$ cat config.mk
export PLATFORM = sky130hd
export DESIGN_NAME = uart_rx
export DESIGN_NICKNAME = d
export VERILOG_FILES = /design/src/rtl/uart_pkg.sv /design/src/rtl/uart_rx_tick.sv /design/src/rtl/uart_rx.sv
export SDC_FILE = /design/constraint.sdc
export NUM_CORES = 1
export LEC_CHECK = 0
export BUFFER_PORTS_ARGS = -buffer_cell sky130_fd_sc_hd__buf_4
export CAP_MARGIN = 20
export CORE_UTILIZATION = 55
export CTS_CLUSTER_SIZE = 28
export DETAILED_ROUTE_END_ITERATION = 6
export GPL_ROUTABILITY_DRIVEN = 0
export PLACE_DENSITY = 0.81
export SLEW_MARGIN = 20
export SYNTH_ARGS = -nofsm -noshare
export SYNTH_HDL_FRONTEND = slang
export SYNTH_HIERARCHICAL = 1
export SYNTH_SLANG_ARGS = --single-unit
$ cat constraint.sdc
create_clock -name clock -period 5.4 [get_ports clock]
set_clock_uncertainty 0.15 [all_clocks]
set_input_delay 1.08 -clock clock [delete_from_list [all_inputs] [get_ports clock]]
set_output_delay 1.08 -clock clock [all_outputs]
set_load 0.02 [all_outputs]
$ cat src/rtl/uart_pkg.sv
// rtl/uart_pkg.sv - shared types and constants for the UART receiver
package uart_pkg;

  typedef enum logic [1:0] {IDLE, START, DATA, STOP} uart_rx_state_t;

  // Clocks per oversampling tick; truncating division keeps the tick slightly fast.
  function automatic int calc_div(input int clk, input int baud, input int os);
    return clk / (baud * os);
  endfunction

endpackage

$ cat src/rtl/uart_rx_tick.sv
// rtl/uart_rx_tick.sv - oversampling tick generator, held at zero while not running
module uart_rx_tick #(
  parameter int DIV = 27
) (
  input  logic clock,
  input  logic nreset,
  input  logic run,
  output logic tick
);

  localparam int CW = (DIV > 1) ? $clog2(DIV) : 1;
  localparam logic [CW-1:0] LAST = CW'(DIV - 1);

  logic [CW-1:0] cnt_q, cnt_d;

  always_comb begin
    cnt_d = cnt_q;
    if (!run || cnt_q == LAST) begin
      cnt_d = '0;
    end else begin
      cnt_d = cnt_q + 1'b1;
    end
  end

  always_ff @(posedge clock or negedge nreset) begin
    if (!nreset) begin
      cnt_q <= '0;
    end else begin
      cnt_q <= cnt_d;
    end
  end

  assign tick = run && (cnt_q == LAST);

endmodule

$ cat src/rtl/uart_rx.sv
// rtl/uart_rx.sv - oversampling 8N1-style serial receiver with valid/ready byte output
module uart_rx
  import uart_pkg::*;
#(
  parameter int BYTESIZES           = 8,
  parameter int OVERSAMPLING        = 16,
  parameter int BAUDRATE            = 115200,
  parameter int COUNTER_CLOCK_INPUT = 50_000_000
) (
  input  logic                 clock,
  input  logic                 nreset,
  input  logic                 rdata,
  input  logic                 ready,
  output logic [BYTESIZES-1:0] data,
  output logic                 valid,
  output logic                 frame_err,
  output logic                 overrun,
  output logic                 busy
);

  localparam int DIV = calc_div(COUNTER_CLOCK_INPUT, BAUDRATE, OVERSAMPLING);
  localparam int SW  = $clog2(OVERSAMPLING);
  localparam int BW  = $clog2(BYTESIZES + 1);

  localparam logic [SW-1:0] SMID  = SW'(OVERSAMPLING / 2 - 1);
  localparam logic [SW-1:0] SLAST = SW'(OVERSAMPLING - 1);
  localparam logic [BW-1:0] BLAST = BW'(BYTESIZES - 1);

  logic                 sync1_q, rx_s_q, rx_prev_q;
  uart_rx_state_t       state_q;
  logic [SW-1:0]        scnt_q;
  logic [BW-1:0]        bcnt_q;
  logic [BYTESIZES-1:0] shift_q;
  logic                 deliver_q, frame_err_q;
  logic [BYTESIZES-1:0] data_q;
  logic                 valid_q, overrun_q;
  logic                 tick, fall;

  uart_rx_tick #(.DIV(DIV)) u_tick (
    .clock  (clock),
    .nreset (nreset),
    .run    (state_q != IDLE),
    .tick   (tick)
  );

  // Resetting the synchroniser to 1 makes the idle line look settled after reset.
  always_ff @(posedge clock or negedge nreset) begin
    if (!nreset) begin
      sync1_q   <= 1'b1;
      rx_s_q    <= 1'b1;
      rx_prev_q <= 1'b1;
    end else begin
      sync1_q   <= rdata;
      rx_s_q    <= sync1_q;
      rx_prev_q <= rx_s_q;
    end
  end

  assign fall = rx_prev_q && !rx_s_q;

  always_ff @(posedge clock or negedge nreset) begin
    if (!nreset) begin
      state_q     <= IDLE;
      scnt_q      <= '0;
      bcnt_q      <= '0;
      shift_q     <= '0;
      deliver_q   <= 1'b0;
      frame_err_q <= 1'b0;
    end else begin
      deliver_q   <= 1'b0;
      frame_err_q <= 1'b0;
      if (tick) begin
        scnt_q <= scnt_q + 1'b1;
      end
      case (state_q)
        IDLE: begin
          if (fall) begin
            state_q <= START;
            scnt_q  <= '0;
          end
        end
        START: begin
          // Half a bit in: a line already back high was a glitch, not a start bit.
          if (tick && scnt_q == SMID) begin
            scnt_q <= '0;
            if (!rx_s_q) begin
              state_q <= DATA;
              bcnt_q  <= '0;
            end else begin
              state_q <= IDLE;
            end
          end
        end
        DATA: begin
          if (tick && scnt_q == SLAST) begin
            shift_q <= {rx_s_q, shift_q[BYTESIZES-1:1]};
            bcnt_q  <= bcnt_q + 1'b1;
            if (bcnt_q == BLAST) begin
              state_q <= STOP;
              scnt_q  <= '0;
            end
          end
        end
        STOP: begin
          if (tick && scnt_q == SLAST) begin
            state_q <= IDLE;
            scnt_q  <= '0;
            if (rx_s_q) begin
              deliver_q <= 1'b1;
            end else begin
              frame_err_q <= 1'b1;
            end
          end
        end
        default: begin
          state_q <= IDLE;
          scnt_q  <= '0;
        end
      endcase
    end
  end

  // A slot freed by ready in the same cycle can take the new byte straight away.
  always_ff @(posedge clock or negedge nreset) begin
    if (!nreset) begin
      data_q    <= '0;
      valid_q   <= 1'b0;
      overrun_q <= 1'b0;
    end else begin
      overrun_q <= 1'b0;
      if (deliver_q) begin
        if (!valid_q || ready) begin
          data_q  <= shift_q;
          valid_q <= 1'b1;
        end else begin
          overrun_q <= 1'b1;
        end
      end else if (valid_q && ready) begin
        valid_q <= 1'b0;
      end
    end
  end

  assign data      = data_q;
  assign valid     = valid_q;
  assign frame_err = frame_err_q;
  assign overrun   = overrun_q;
  assign busy      = (state_q != IDLE);

endmodule

* After elaboration in Yosys (flattened, before gate mapping)
Index checks and enable logic that the tools add are counted.
Word-level totals: register bits 38, bits in latches 0, bits in writable memories 0, ROM bits 0, input bits 4, output and inout bits 12, memories kept 0
Cells by class: add/sub/neg operators 3, $mul 0, divide/modulo/power cells 0, $lt $le $gt $ge 0, equality and inequality tests 14, shift operators 0, multiplexer cells 30, bitwise operators 0, reductions and logical operators 19
Operators with widths (number):
- $mux W4 | 9
- $pmux W4 S4 | 1
- $mux W2 | 6
- $ne A2 B2 Y1 const B | 6
- $mux W1 | 11
- $add A4 B1 Y4 const B | 2
- $eq A4 B3 Y1 const B | 2
- $pmux W2 S4 | 1
- $pmux W4 S2 | 1
- $reduce_and A2 Y1 | 3
- $reduce_bool A2 Y1 | 3
- $add A5 B1 Y5 const B | 1
- $eq A5 B5 Y1 const B | 1
- $logic_and A1 B1 Y1 | 5
- $mux W5 | 1
- $reduce_and A5 Y1 | 1
- $eq A2 B2 Y1 const B | 2
- $eq A4 B4 Y1 const B | 1
- $reduce_and A4 Y1 | 1
- $logic_not A1 Y1 | 3
- $eq A2 B1 Y1 const B | 1
- $logic_not A2 Y1 | 1
- $logic_or A1 B1 Y1 | 2
- $ne A2 B1 Y1 const B | 1

* Depth between registers and ports, before layout
depth after elaboration 6, gate-level depth with buffers 11, gate-level depth less buffers 8

* By module
Netlist, hierarchy kept.
By module, submodules not included:
- uart_rx | instances 1, cells an instance 118, area an instance 1356.3 um^2, seq. area each 829.5 um^2
- uart_rx_tick | instances 1, cells an instance 23, area an instance 275.3 um^2, seq. area each 125.1 um^2

* Worst setup path after synthesis
OpenSTA, ideal clock, no wires.
path kind reg-to-reg, from register u_tick.cnt_q[0], to register scnt_q[0], setup time 119 ps, data arrival time 1949 ps, setup slack 3183 ps, stages on the path, launching flop included 10, buffers on the path 1, period minus slack after synthesis 2217 ps, path through dfrtp_1 inv_1 ha_1 and4b_1 buf_6 and2_1 nand3_2 or4_4 nand3b_2 nor2_1
On the way: cells in the longest elaborated chain, start to end 6, elaborated cells on any way between the ends 11
RTL lines:
- start: declaration | RTL line uart_rx_tick.sv:14 | logic [CW-1:0] cnt_q, cnt_d;
- start signal: assignment | RTL line uart_rx_tick.sv:29 | cnt_q <= cnt_d;
- $eq A5 B5 Y1 (*) | RTL line uart_rx_tick.sv:33 | assign tick = run && (cnt_q == LAST);
- $logic_and A1 B1 Y1 (*) | RTL line uart_rx_tick.sv:33
- via tick | RTL line uart_rx.sv:37 | logic tick, fall;
- $mux W4 | RTL line uart_rx.sv:72 | if (tick) begin
- $mux W4 | RTL line uart_rx.sv:98 | if (bcnt_q == BLAST) begin
- $mux W4 | RTL line uart_rx.sv:95 | if (tick && scnt_q == SLAST) begin
- $pmux W4 S4 (*) | RTL line uart_rx.sv:75 | case (state_q)
- end signal: assignment | RTL line uart_rx.sv:73 | scnt_q <= scnt_q + 1'b1;
- end: declaration | RTL line uart_rx.sv:31 | logic [SW-1:0] scnt_q;
Mark *: on every way through the listed nets, which the timed path passes. The rest lies on a longest branch. A chain may end at the register's enable or synchronous reset.

* Worst setup path in the final report
from register state_q[0], to output port busy
On the way: cells in the longest elaborated chain, start to end 1
RTL lines:
- start: declaration | RTL line uart_rx.sv:30 | uart_rx_state_t state_q;
- start signal: assignment | RTL line uart_rx.sv:63 | state_q <= IDLE;
- start signal: assignment | RTL line uart_rx.sv:78 | state_q <= START;
- start signal: assignment | RTL line uart_rx.sv:87 | state_q <= DATA;
- $reduce_bool A2 Y1 | RTL line uart_rx.sv:148 | assign busy = (state_q != IDLE);
- end: declaration | RTL line uart_rx.sv:18 | output logic busy
Every way passes these cells.

==> qor.txt <==
CTS resizes - 0
Post-DP HPWL - 1840 um
Die ar. - 0.00319 mm^2
final hold violations - 0
Routed WL - 2610 um
CP top delay family - flip-flops
Syn. warnings - 6
reg-to-reg setup timing slack - 2.92 ns
Leak - 0.920 nW
Max Root-Sink Buffers - 2
CTS sink cnt - 38
commonest cells in the netlist - 35 x dfrtp_1, 29 x nand2_1, 8 x mux2_2, 6 x nor2_1, 6 x o21ai_0
fin nets - 167
postcts setup bufs - 0
Worst path max stage delay - 0.48 ns
Initial Utilization - 58.7%
Distinct cells, synth - 38
total vias in the final route - 1070
EDFF count, synth - 0
row cnt - 19
Slowest-stage cell, CP - dfrtp_1
vias in the first global route - 1005
total global routing overflow - 0
Max-cap violations - 0
post-route ant nets - 0
CP cell instances - or2_2 > buf_4
die width - 56.5 um
CTS H-tree depth - 2
Final Slew Violations - 0
non-filler cells in the finished layout - 191
fillers - 221
multi-input logic area - 633 um^2
area delta synth->final - 12.3%
Worst Tran Pin Value - 0.478 ns
share of cells above drive strength 1 - 25.0%
sequential share of power - 56.8%
critical path endpoint category - output port
ys async rst share - 100%
HP Class - flip-flop to flip-flop
setup TNS - 0 ns
cts hold-fix bufs - 0
Mapped Area - 0.00163 mm^2
register area - 955 um^2
Met1 Routed Length - 1210 um
# diodes - 0
min Tclk post-route - 2.62 ns
flops & latches, synth - 38
pwr/cell area - 312 mW/mm^2
Crit Path Class - flip-flop to output port
Data arrival, critical path - 1.39 ns
WL met2 - 1260 um
Final Cycle Share - 48.5%
Avg Cell Area, Syn - 11.6 um^2
RSZ-0062 raised after global routing - false
CTS tree - built
Area contributors post-synth - dfrtp_1 54%, nand2_1 6.7%, mux2_2 5.5%, dfstp_2 4.8%, ha_1 3.1%
Residual DRC - 0
most common cell in the netlist - dfrtp_1
syn nets - 149
Clk Tree Root Cell - clkbuf_4
maximum VDD drop - 0.215 mV
routed len/inst - 13.6 um
top sig layer - met4
# setup viols final - 0
status - finished, final reports clean
Worst Path Required - 4.17 ns
PortBufs - 15
drt pass-1 iters - 4
# IOs - 16
highest clock rate - 382 MHz
top-area cell type share of the netlist area - 53.7%
Clk pwr share - 32.1%
sw frac - 24.6%
combinational power share - 11.1%
Die Height - 56.5 um
metal3 WL - 87 um
gr usage total - 19.2%
initial antenna violation count - 0
CTS buffer count - 5
CP max FO - 9
cells after synthesis - 141
Main synth FF type - dfrtp_1
placed insts - 183
Int Pwr - 430 uW
Switch Pwr - 141 uW
worst path buffer plus inverter count - 1
post-synthesis sequential area ratio - 58.5%
Slew HR - 68.0%
first-pass GRT wire length - 4540 um
CP Launch Type - flip-flop
area of the core - 0.00278 mm^2
post-synth top area cell - dfrtp_1
DR vias/cell - 5.60
Clk Latency, worst-skew pair - 0.34 ns
DR iter-0 viols - 49
pin count of the biggest net entering global routing - 39
clk slew on worst S/H paths - 0.11 ns
[layout make-up]
type / count / area share, %
inverters: 5 / 1.02
repair buffers: 15 / 6.14
well taps: 31 / 2.12
flip-flops and latches: 38 / 52.1
clock buffers: 7 / 2.46
clock inverters: 1 / 1.64
multi-input cells: 94 / 34.5
[flip-flops by register name, indices dropped and copies added, names as in the netlist, 4 cells and up, named ones only]
name          cells
bcnt_q            4
data              8
scnt_q            4
shift_q           8
u_tick/cnt_q      5
[power groups by stage]
| stage | clock network (mW) | registers (mW) | logic [mW] |
|---|---|---|---|
| floorplan | 0 | 0.321 | 0.0496 |
| global placement | 0 | 0.326 | 0.0605 |
| detailed placement | 0 | 0.330 | 0.0633 |
| CTS | 0.190 | 0.324 | 0.0649 |
| global route | 0.201 | 0.327 | 0.0690 |
| finish | 0.183 | 0.325 | 0.0634 |
[per-layer routing]
layer | vias to the layer above | global-route usage, %
li1 | 524 | -
met1 | 526 | 25.2
met2 | 15 | 29.6
met3 | 5 | 5.07
met4 | 0 | 9.41
met5 | - | 0
[cell usage in the layout, fill, tap and decap left out]
master,synthesis,final
a22o_1,2,2
o21ai_1,1,1
o41ai_1,1,1
inv_1,5,5
clkbuf_1,1,2
a21oi_1,3,3
nand3_1,1,1
nor4_2,2,2
nor3b_1,4,4
mux2_2,8,8
or4_4,1,1
bufinv_16,0,1
dfrtp_1,35,35
xnor2_1,3,3
nand3b_2,1,1
dfstp_2,3,3
a21boi_1,1,1
a31oi_1,2,2
xor2_1,2,2
and4b_1,1,1
and3_1,1,1
buf_4,0,15
and3b_1,1,1
and4_1,3,3
nor4_1,2,2
nand4_1,1,1
nor2_1,6,6
mux2i_1,1,1
nor3_2,1,1
nand3_2,1,1
ha_1,4,4
nand2b_1,1,1
nand2_1,29,29
nor3_1,1,1
o21ai_0,6,6
or2_2,1,1
clkbuf_4,0,5
nor4b_2,1,1
and2_1,1,1
[worst register-to-register path: cells and delay by family, from the launching register on]
| kind | cells | cell delay [ns] |
|---|---|---|
| AOI/OAI and AO/OA | 1 | 0.36 |
| adders and majority gates | 1 | 0.14 |
| buffers and inverters | 1 | 0.08 |
| DFF | 1 | 0.45 |
| and+or+nand+nor | 4 | 1.20 |
[path summary, 6_finish.rpt]
path | from | to | cells past startpoint
min in group asynchronous | nreset | u_tick/cnt_q[2]$_DFF_PN0_ | 1
max in group asynchronous | nreset | rx_s_q$_DFF_PN1_ | 1
setup / recovery | state_q[0]$_DFFE_PN0P_ | busy | 2
setup reg to reg | u_tick/cnt_q[0]$_DFF_PN0_ | bcnt_q[2]$_DFFE_PN0P_ | 7
hold reg to reg | sync1_q$_DFF_PN1_ | rx_s_q$_DFF_PN1_ | 0
hold / removal | sync1_q$_DFF_PN1_ | rx_s_q$_DFF_PN1_ | 0
[cell families after synthesis]
group | Yosys count | share of synthesized area (%)
AND/OR/NAND/NOR | 60 | 21.0
flip-flops | 38 | 58.5
AO/OA/AOI/OAI | 16 | 5.90
buffers and inverters | 9 | 2.68
multiplexers | 9 | 6.14
XOR/XNOR | 5 | 2.68
adder cells (fa/ha/maj) | 4 | 3.07
[per-stage QoR]
stage	instance area (um^2)	setup WS [ns]	util, %	power [mW]	hold WS, ns
final	1830	2.78	65.9	0.571	0.212
after global routing	1830	2.69	65.9	0.597	0.220
after CTS	1830	2.77	65.9	0.579	0.214
after detailed placement	1760	2.96	63.2	0.394	0.198
after global placement	1760	3.04	63.2	0.386	0.196
after floorplan	1630	3.18	-	0.371	0.195
Power figures use the tool's default switching activity.
